[src/rtl/cnn_job_sequencer.sv]
// Job sequencer: streams filter then IFmap words into the CNN buffers, pulses start, drains results.
// Define CNN_SEQ_TIMEOUT_EN to add a DRAIN watchdog that aborts the job with error=1.
module cnn_job_sequencer #(
    parameter int IFMAP_BUFFER_WIDTH  = 18,
    parameter int FILTER_BUFFER_WIDTH = 16,
    parameter int RESULT_BUFFER_WIDTH = 16,
    parameter int COUNT_WIDTH         = 8,
    parameter int STRIDE_WIDTH        = 5,
    parameter int FILTER_SIZE_WIDTH   = 5,
    parameter int TIMEOUT_CYCLES      = 4096
) (
    input  logic                           clk,
    input  logic                           reset,
    input  logic                           job_valid,
    output logic                           job_ready,
    input  logic [COUNT_WIDTH-1:0]         job_filter_words,
    input  logic [COUNT_WIDTH-1:0]         job_ifmap_words,
    input  logic [COUNT_WIDTH-1:0]         job_result_words,
    input  logic [STRIDE_WIDTH-1:0]        job_stride,
    input  logic [FILTER_SIZE_WIDTH-1:0]   job_filter_size,
    input  logic                           job_psum_mode,
    output logic [STRIDE_WIDTH-1:0]        stride,
    output logic [FILTER_SIZE_WIDTH-1:0]   filter_size,
    output logic                           psum_mode,
    output logic                           start,
    input  logic                           stall_signal,
    input  logic                           src_valid,
    output logic                           src_ready,
    input  logic [IFMAP_BUFFER_WIDTH-1:0]  src_data,
    output logic                           IFmap_buffer_write_enable,
    output logic [IFMAP_BUFFER_WIDTH-1:0]  IFmap_buffer_in,
    input  logic                           IFmap_buffer_ready,
    output logic                           filter_buffer_write_enable,
    output logic [FILTER_BUFFER_WIDTH-1:0] filter_buffer_in,
    input  logic                           filter_buffer_ready,
    output logic                           result_buffer_read_enable,
    input  logic [RESULT_BUFFER_WIDTH-1:0] result_buffer_out,
    input  logic                           result_buffer_valid,
    input  logic                           result_buffer_empty,
    output logic                           out_valid,
    output logic [RESULT_BUFFER_WIDTH-1:0] out_data,
    input  logic                           out_ready,
    output logic                           busy,
    output logic                           done,
    output logic                           error
);

    typedef enum logic [2:0] {
        S_IDLE,
        S_START,
        S_LOAD_FILT,
        S_LOAD_IF,
        S_DRAIN,
        S_DONE
    } state_t;

    state_t                 state;
    logic [COUNT_WIDTH-1:0] filt_rem;
    logic [COUNT_WIDTH-1:0] if_rem;
    logic [COUNT_WIDTH-1:0] res_target;
    logic [COUNT_WIDTH-1:0] res_cnt;

    logic in_filt;
    logic in_if;
    logic in_drain;
    logic filt_xfer;
    logic if_xfer;
    logic capture;
    logic out_pop;
    logic drain_complete;
    logic timeout_hit;

    assign in_filt  = (state == S_LOAD_FILT);
    assign in_if    = (state == S_LOAD_IF);
    assign in_drain = (state == S_DRAIN);

    assign job_ready = (state == S_IDLE);
    assign busy      = (state != S_IDLE);
    assign start     = (state == S_START);
    assign done      = (state == S_DONE);

    assign filter_buffer_write_enable = in_filt && src_valid && !stall_signal;
    assign IFmap_buffer_write_enable  = in_if && src_valid && !stall_signal;
    assign filter_buffer_in = in_filt ? src_data[FILTER_BUFFER_WIDTH-1:0] : '0;
    assign IFmap_buffer_in  = in_if ? src_data : '0;
    assign src_ready = !stall_signal &&
                       ((in_filt && filter_buffer_ready) || (in_if && IFmap_buffer_ready));

    assign filt_xfer = filter_buffer_write_enable && filter_buffer_ready;
    assign if_xfer   = IFmap_buffer_write_enable && IFmap_buffer_ready;

    // Reads stop once the job's result count is reached so the next job's words stay buffered.
    assign out_pop = out_valid && out_ready;
    assign result_buffer_read_enable = in_drain && !result_buffer_empty &&
                                       (!out_valid || out_ready) && (res_cnt != res_target);
    assign capture        = in_drain && result_buffer_valid;
    assign drain_complete = (res_cnt == res_target) && !out_valid;

`ifdef CNN_SEQ_TIMEOUT_EN
    localparam int WD_W = $clog2(TIMEOUT_CYCLES + 1);
    localparam logic [WD_W-1:0] WD_LAST = WD_W'(TIMEOUT_CYCLES - 1);

    logic [WD_W-1:0] wd_cnt;
    logic            wd_expired;

    assign wd_expired  = in_drain && !capture && (wd_cnt == WD_LAST);
    assign timeout_hit = wd_expired && !drain_complete;

    always_ff @(posedge clk or negedge reset) begin
        if (!reset) begin
            wd_cnt <= '0;
            error  <= 1'b0;
        end else begin
            if (!in_drain || capture || wd_expired) begin
                wd_cnt <= '0;
            end else begin
                wd_cnt <= wd_cnt + 1'b1;
            end
            if (job_ready && job_valid) begin
                error <= 1'b0;
            end else if (timeout_hit) begin
                error <= 1'b1;
            end
        end
    end
`else
    assign timeout_hit = 1'b0;
    assign error       = 1'b0;
`endif

    always_ff @(posedge clk or negedge reset) begin
        if (!reset) begin
            state       <= S_IDLE;
            filt_rem    <= '0;
            if_rem      <= '0;
            res_target  <= '0;
            res_cnt     <= '0;
            stride      <= '0;
            filter_size <= '0;
            psum_mode   <= 1'b0;
            out_valid   <= 1'b0;
            out_data    <= '0;
        end else begin
            if (capture) begin
                out_data  <= result_buffer_out;
                out_valid <= 1'b1;
                res_cnt   <= res_cnt + 1'b1;
            end else if (out_pop) begin
                out_valid <= 1'b0;
            end

            case (state)
                S_IDLE: begin
                    if (job_valid) begin
                        filt_rem    <= job_filter_words;
                        if_rem      <= job_ifmap_words;
                        res_target  <= job_result_words;
                        res_cnt     <= '0;
                        stride      <= job_stride;
                        filter_size <= job_filter_size;
                        psum_mode   <= job_psum_mode;
                        state       <= S_START;
                    end
                end
                S_START: begin
                    if (filt_rem != '0) begin
                        state <= S_LOAD_FILT;
                    end else if (if_rem != '0) begin
                        state <= S_LOAD_IF;
                    end else begin
                        state <= S_DRAIN;
                    end
                end
                S_LOAD_FILT: begin
                    if (filt_xfer) begin
                        filt_rem <= filt_rem - 1'b1;
                        if (filt_rem == COUNT_WIDTH'(1)) begin
                            state <= (if_rem != '0) ? S_LOAD_IF : S_DRAIN;
                        end
                    end
                end
                S_LOAD_IF: begin
                    if (if_xfer) begin
                        if_rem <= if_rem - 1'b1;
                        if (if_rem == COUNT_WIDTH'(1)) begin
                            state <= S_DRAIN;
                        end
                    end
                end
                S_DRAIN: begin
                    if (drain_complete || timeout_hit) begin
                        state <= S_DONE;
                    end
                end
                S_DONE: begin
                    state <= S_IDLE;
                end
                default: begin
                    state <= S_IDLE;
                end
            endcase
        end
    end

endmodule

[config.mk]
export PLATFORM = sky130hd
export DESIGN_NAME = cnn_job_sequencer
export DESIGN_NICKNAME = d
export VERILOG_FILES = /design/src/rtl/cnn_job_sequencer.sv
export SDC_FILE = /design/constraint.sdc
export NUM_CORES = 1
export LEC_CHECK = 0
export CELL_PAD_IN_SITES_DETAIL_PLACEMENT = 0
export CELL_PAD_IN_SITES_GLOBAL_PLACEMENT = 1
export CORE_ASPECT_RATIO = 1.5
export CORE_MARGIN = 5
export CORE_UTILIZATION = 33
export CTS_BUF_LIST = sky130_fd_sc_hd__clkbuf_16
export DETAILED_ROUTE_END_ITERATION = 12
export PLACE_DENSITY_LB_ADDON = 0.1
export REMOVE_ABC_BUFFERS = 1
export SYNTH_ARGS = -nofsm -noshare
export SYNTH_HDL_FRONTEND = slang
export SYNTH_SLANG_ARGS = --single-unit
[constraint.sdc]
create_clock -name clk -period 3.82 [get_ports clk]
set_clock_uncertainty 0.05 [all_clocks]
set_input_delay 0.764 -clock clk [delete_from_list [all_inputs] [get_ports clk]]
set_output_delay 0.764 -clock clk [all_outputs]
set_load 0.01 [all_outputs]
==> metrics.md <==
| Metric | Value |
|---|---|
| Gate power share | roughly half |
| Post-synth EDFFs | 0 |
| H-tree depth | 3 |
| Status | complete, no violations |
| Final std cells w/o fill | between 600 and 700 |
| Design Area, Final | 5260 um2 |
| Hold WC Path Type | primary input to async pin |
| DRC errors left | 0 |
| Placed insts | 620 |
| Cells after Synth | approximately 370 |
| Synth Cell Area | around 3400 um2 |
| Die width | between 90 and 100 um |
| TNS Setup | 0 ns |
| Max Root-Sink Buffers | 2 |
| # setup viols final | 0 |
| Rows | 45 |
| Flop pwr share | around a third |
| Clock Pin Slew Worst Setup and Hold Paths | 0.05 ns |
| CTS Sinks | between 60 and 70 |
| WHS | about 0.33 ns |
| Clock latency at the later pin of the worst-skew pair | approximately 0.32 ns |
| CP required | approximately 3 ns |
| Crit path max-delay cell type | dfrtp_1 |
| Pwr/cell area | 676 nW/um2 |
| Total gr overflow | 0 |
| Vias in the first global route | ~3100 |
| Cts bufs inserted | 9 |
| DR pass1 iterations | 4 |
| Layout net count | 600 |
| CP Launch Type | flip-flop |
| Routed vias | between 3000 and 4000 |
| Synth Area in Compound Gates | approximately an eighth |
| CP Cell Sequence | and3b_1 -> buf_4 -> and2_1 -> clkdlybuf4s50_1 |
| # hold bufs at CTS | 0 |
| Relative slew slack | between 40% and 50% |
| Root Buffer | clkbuf_16 |
| CTS tree | built |
| Starting Density | ~34% |
| Crit path kind | flip-flop to output pin |
| Max frequency | roughly 0.31 GHz |
| Sw power | ~1.3 mW |
| Core Area | ~10000 um2 |
| First-pass GRT wire length | roughly 16000 um |
| Maximum vdd drop | 0.000329 V |
| Die ar. | ~13000 um2 |
| Largest family of logic cells by synthesized area | simple AND/OR/NAND/NOR gates |
| Synth warn | 0 |
| Sequential element share of the synthesized area | between 40% and 50% |
| Placed Area | ~5000 um2 |
| Largest area contributor in the netlist | dfrtp_1 |
| Top cells by area, synth | dfrtp_1, nand2_1, and2_1 |
| Reg2reg end | if_rem[0]$_DFFE_PN0P_ |
| Clock share of power | about a fifth |
| Post_cts resized | 0 |
| Xor/xnor cell area share of the yosys netlist | 3.34% |
| Filler cell count | approximately 990 |
| Worst-margin pin slew | between 0.8 and 0.9 ns |
| Post-DP HPWL | 7700 um |
| Critical path origin | state[0]$_DFFE_PN0P_ |
| Slew Viols, Final | 0 |
| CP endpoint | IFmap_buffer_in[17] |
| Crit. End Element | output pin |
| DR WL/cell | about 16 um |
| I/O Buffers | between 100 and 150 |
| Sw Share | about 37% |
| Top-count cell post-synth | nand2_1 |
| Postcts setup bufs | 0 |
| CP arrival | between 2 and 2.5 ns |
| Post-synth ARST share | 100% |
| RSZ-0062 raised after global routing | no |
| Flop and latch count out of synthesis | 63 |
| Hold Vio Cnt, Final | 0 |
| Initial DRC count | between 100 and 150 |
| Antenna violations before repair | 0 |
| Final wirelength | roughly 10000 um |
| Critical path's largest stage delay | between 0.5 and 0.6 ns |
| Pin count of the biggest net entering global routing | 46 |
| Ports | 150 |
| Post-Synth Simple-Gate Area | roughly a quarter |
| Max capacitance violation total | 0 |
| Leakage | roughly 2.3 nW |
| ANT nets after route | 0 |
| Most common flop cell mapped by yosys | dfrtp_1 |
| Post-synthesis cell type count | 57 |
| Routed vias/inst | between 5 and 6 |
| Area growth syn-to-layout | 54.0% |
| Register-to-Register Setup Slack | about 1.4 ns |
| GRT Total Usage | ~16% |
| Ratio of cells with drive above 1 in the final layout | 8.11% |
| Reg-to-reg critical path startpoint | state[0]$_DFFE_PN0P_ |
| Share of the synthesized area in the top cell type | a little under half |
| Max FO, Critical Path | 17 |
| Proportion of synthesized area in mux cells | 5.57% |
| Syn avg cell area | 9.25 um2 |
| Synth Area in Adders | under 10% |
| Reg2reg path depth | 5 |
| Antenna diodes | 0 |
| P_int | 2.25 mW |
| Die height | between 100 and 150 um |
| Crit path time final | 3.22 ns |
| Fin crit share | 84.2% |
| Commonest cells post-synth | nand2_1, dfrtp_1, and2_1 |
| GP Congestion | 0.804 |
cell type report:
type	instances	area, um2	area share [%]
Multi-Input combinational cell	278	1730	33.0
Clock buffer	9	225	4.28
Timing Repair Buffer	154	1520	28.9
Inverter	8	30.0	0.571
Sequential cell	63	1580	30.0
Clock inverter	6	22.5	0.428
Tap cell	117	146	2.79
per-layer routing:
layer / track usage, % / share of wire [%] / up-vias / wire (um)
li1: - / - / 1566 / -
met2: 28.5 / 51 / 117 / 5180
met3: 3.68 / 6.2 / 15 / 624
met1: 19.3 / 41 / 1524 / 4100
met4: 7.17 / 2.0 / 0 / 206
met5: 0 / 0 / - / 0
critical path: cells and delay by family (launching register included):
family	cells	cell delay (ns)
buffers and inverters	2	0.81
DFF	1	0.59
and+or+nand+nor	2	0.68
how the worst min path moves through the flow:
stage	start	to	depth (start not counted)
2_1_floorplan	if_rem[6]$_DFFE_PN0P_	if_rem[6]$_DFFE_PN0P_	2
3_3_place_gp	filter_size[3]$_DFFE_PN0P_	filter_size[3]$_DFFE_PN0P_	2
3_5_place_dp	stride[4]$_DFFE_PN0P_	stride[4]$_DFFE_PN0P_	2
4_1_cts	reset	filt_rem[6]$_DFFE_PN0P_	1
5_1_grt	reset	stride[2]$_DFFE_PN0P_	1
6_report	reset	filter_size[0]$_DFFE_PN0P_	1
registers in the layout, indices dropped and copies added (netlist names):
| register | count |
|---|---|
| out_data | 16 |
| filt_rem | 8 |
| if_rem | 8 |
| res_cnt | 8 |
| res_target | 8 |
| filter_size | 5 |
| stride | 5 |
| state | 3 |
| out_valid | 1 |
| psum_mode | 1 |
logic make-up after synthesis:
kind of cell / after synthesis
AND/OR/NAND/NOR: 176
AO/OA/AOI/OAI: 64
flip-flops: 63
buffers and inverters: 28
multiplexers: 17
XOR/XNOR: 13
adder cells (fa/ha/maj): 7
other: 1
per-stage QoR:
step | util [%] | power (mW) | setup WS [ns]
6_report | 51.9 | 3.56 | 0.603
2_1_floorplan | - | 2.00 | 1.01
3_3_place_gp | 49.4 | 2.87 | 0.909
4_1_cts | 51.9 | 3.61 | 0.546
3_5_place_dp | 49.4 | 2.90 | 0.903
5_1_grt | 51.9 | 3.83 | 0.469
power by group through the flow:
stage / sequential (mW) / combinational (mW) / clock, mW
after CTS: 1.14 / 1.76 / 0.713
after floorplan: 1.18 / 0.819 / 0
after global routing: 1.19 / 1.90 / 0.741
after detailed placement: 1.15 / 1.75 / 0
after global placement: 1.14 / 1.73 / 0
final: 1.14 / 1.72 / 0.691
cell usage in the layout (no fill, tap or decap), types with 3 or more instances in the layout:
| master | count |
|---|---|
| nand2_1 | 65 |
| nand4_1 | 8 |
| and3_1 | 3 |
| inv_1 | 11 |
| and2_1 | 35 |
| nand3_1 | 5 |
| dfrtp_1 | 63 |
| and4b_1 | 3 |
| clkdlybuf4s50_1 | 147 |
| o21ai_0 | 16 |
| o211ai_1 | 3 |
| nor3_1 | 7 |
| a21oi_1 | 15 |
| or4_1 | 3 |
| xnor2_1 | 9 |
| nor4_1 | 3 |
| ha_1 | 7 |
| xor2_1 | 4 |
| clkinv_1 | 3 |
| o21ai_1 | 3 |
| a31oi_1 | 3 |
| mux2_2 | 16 |
| clkbuf_16 | 9 |
| buf_4 | 6 |
| nor2_1 | 28 |
Note: power is estimated with default switching activity, not from simulation.
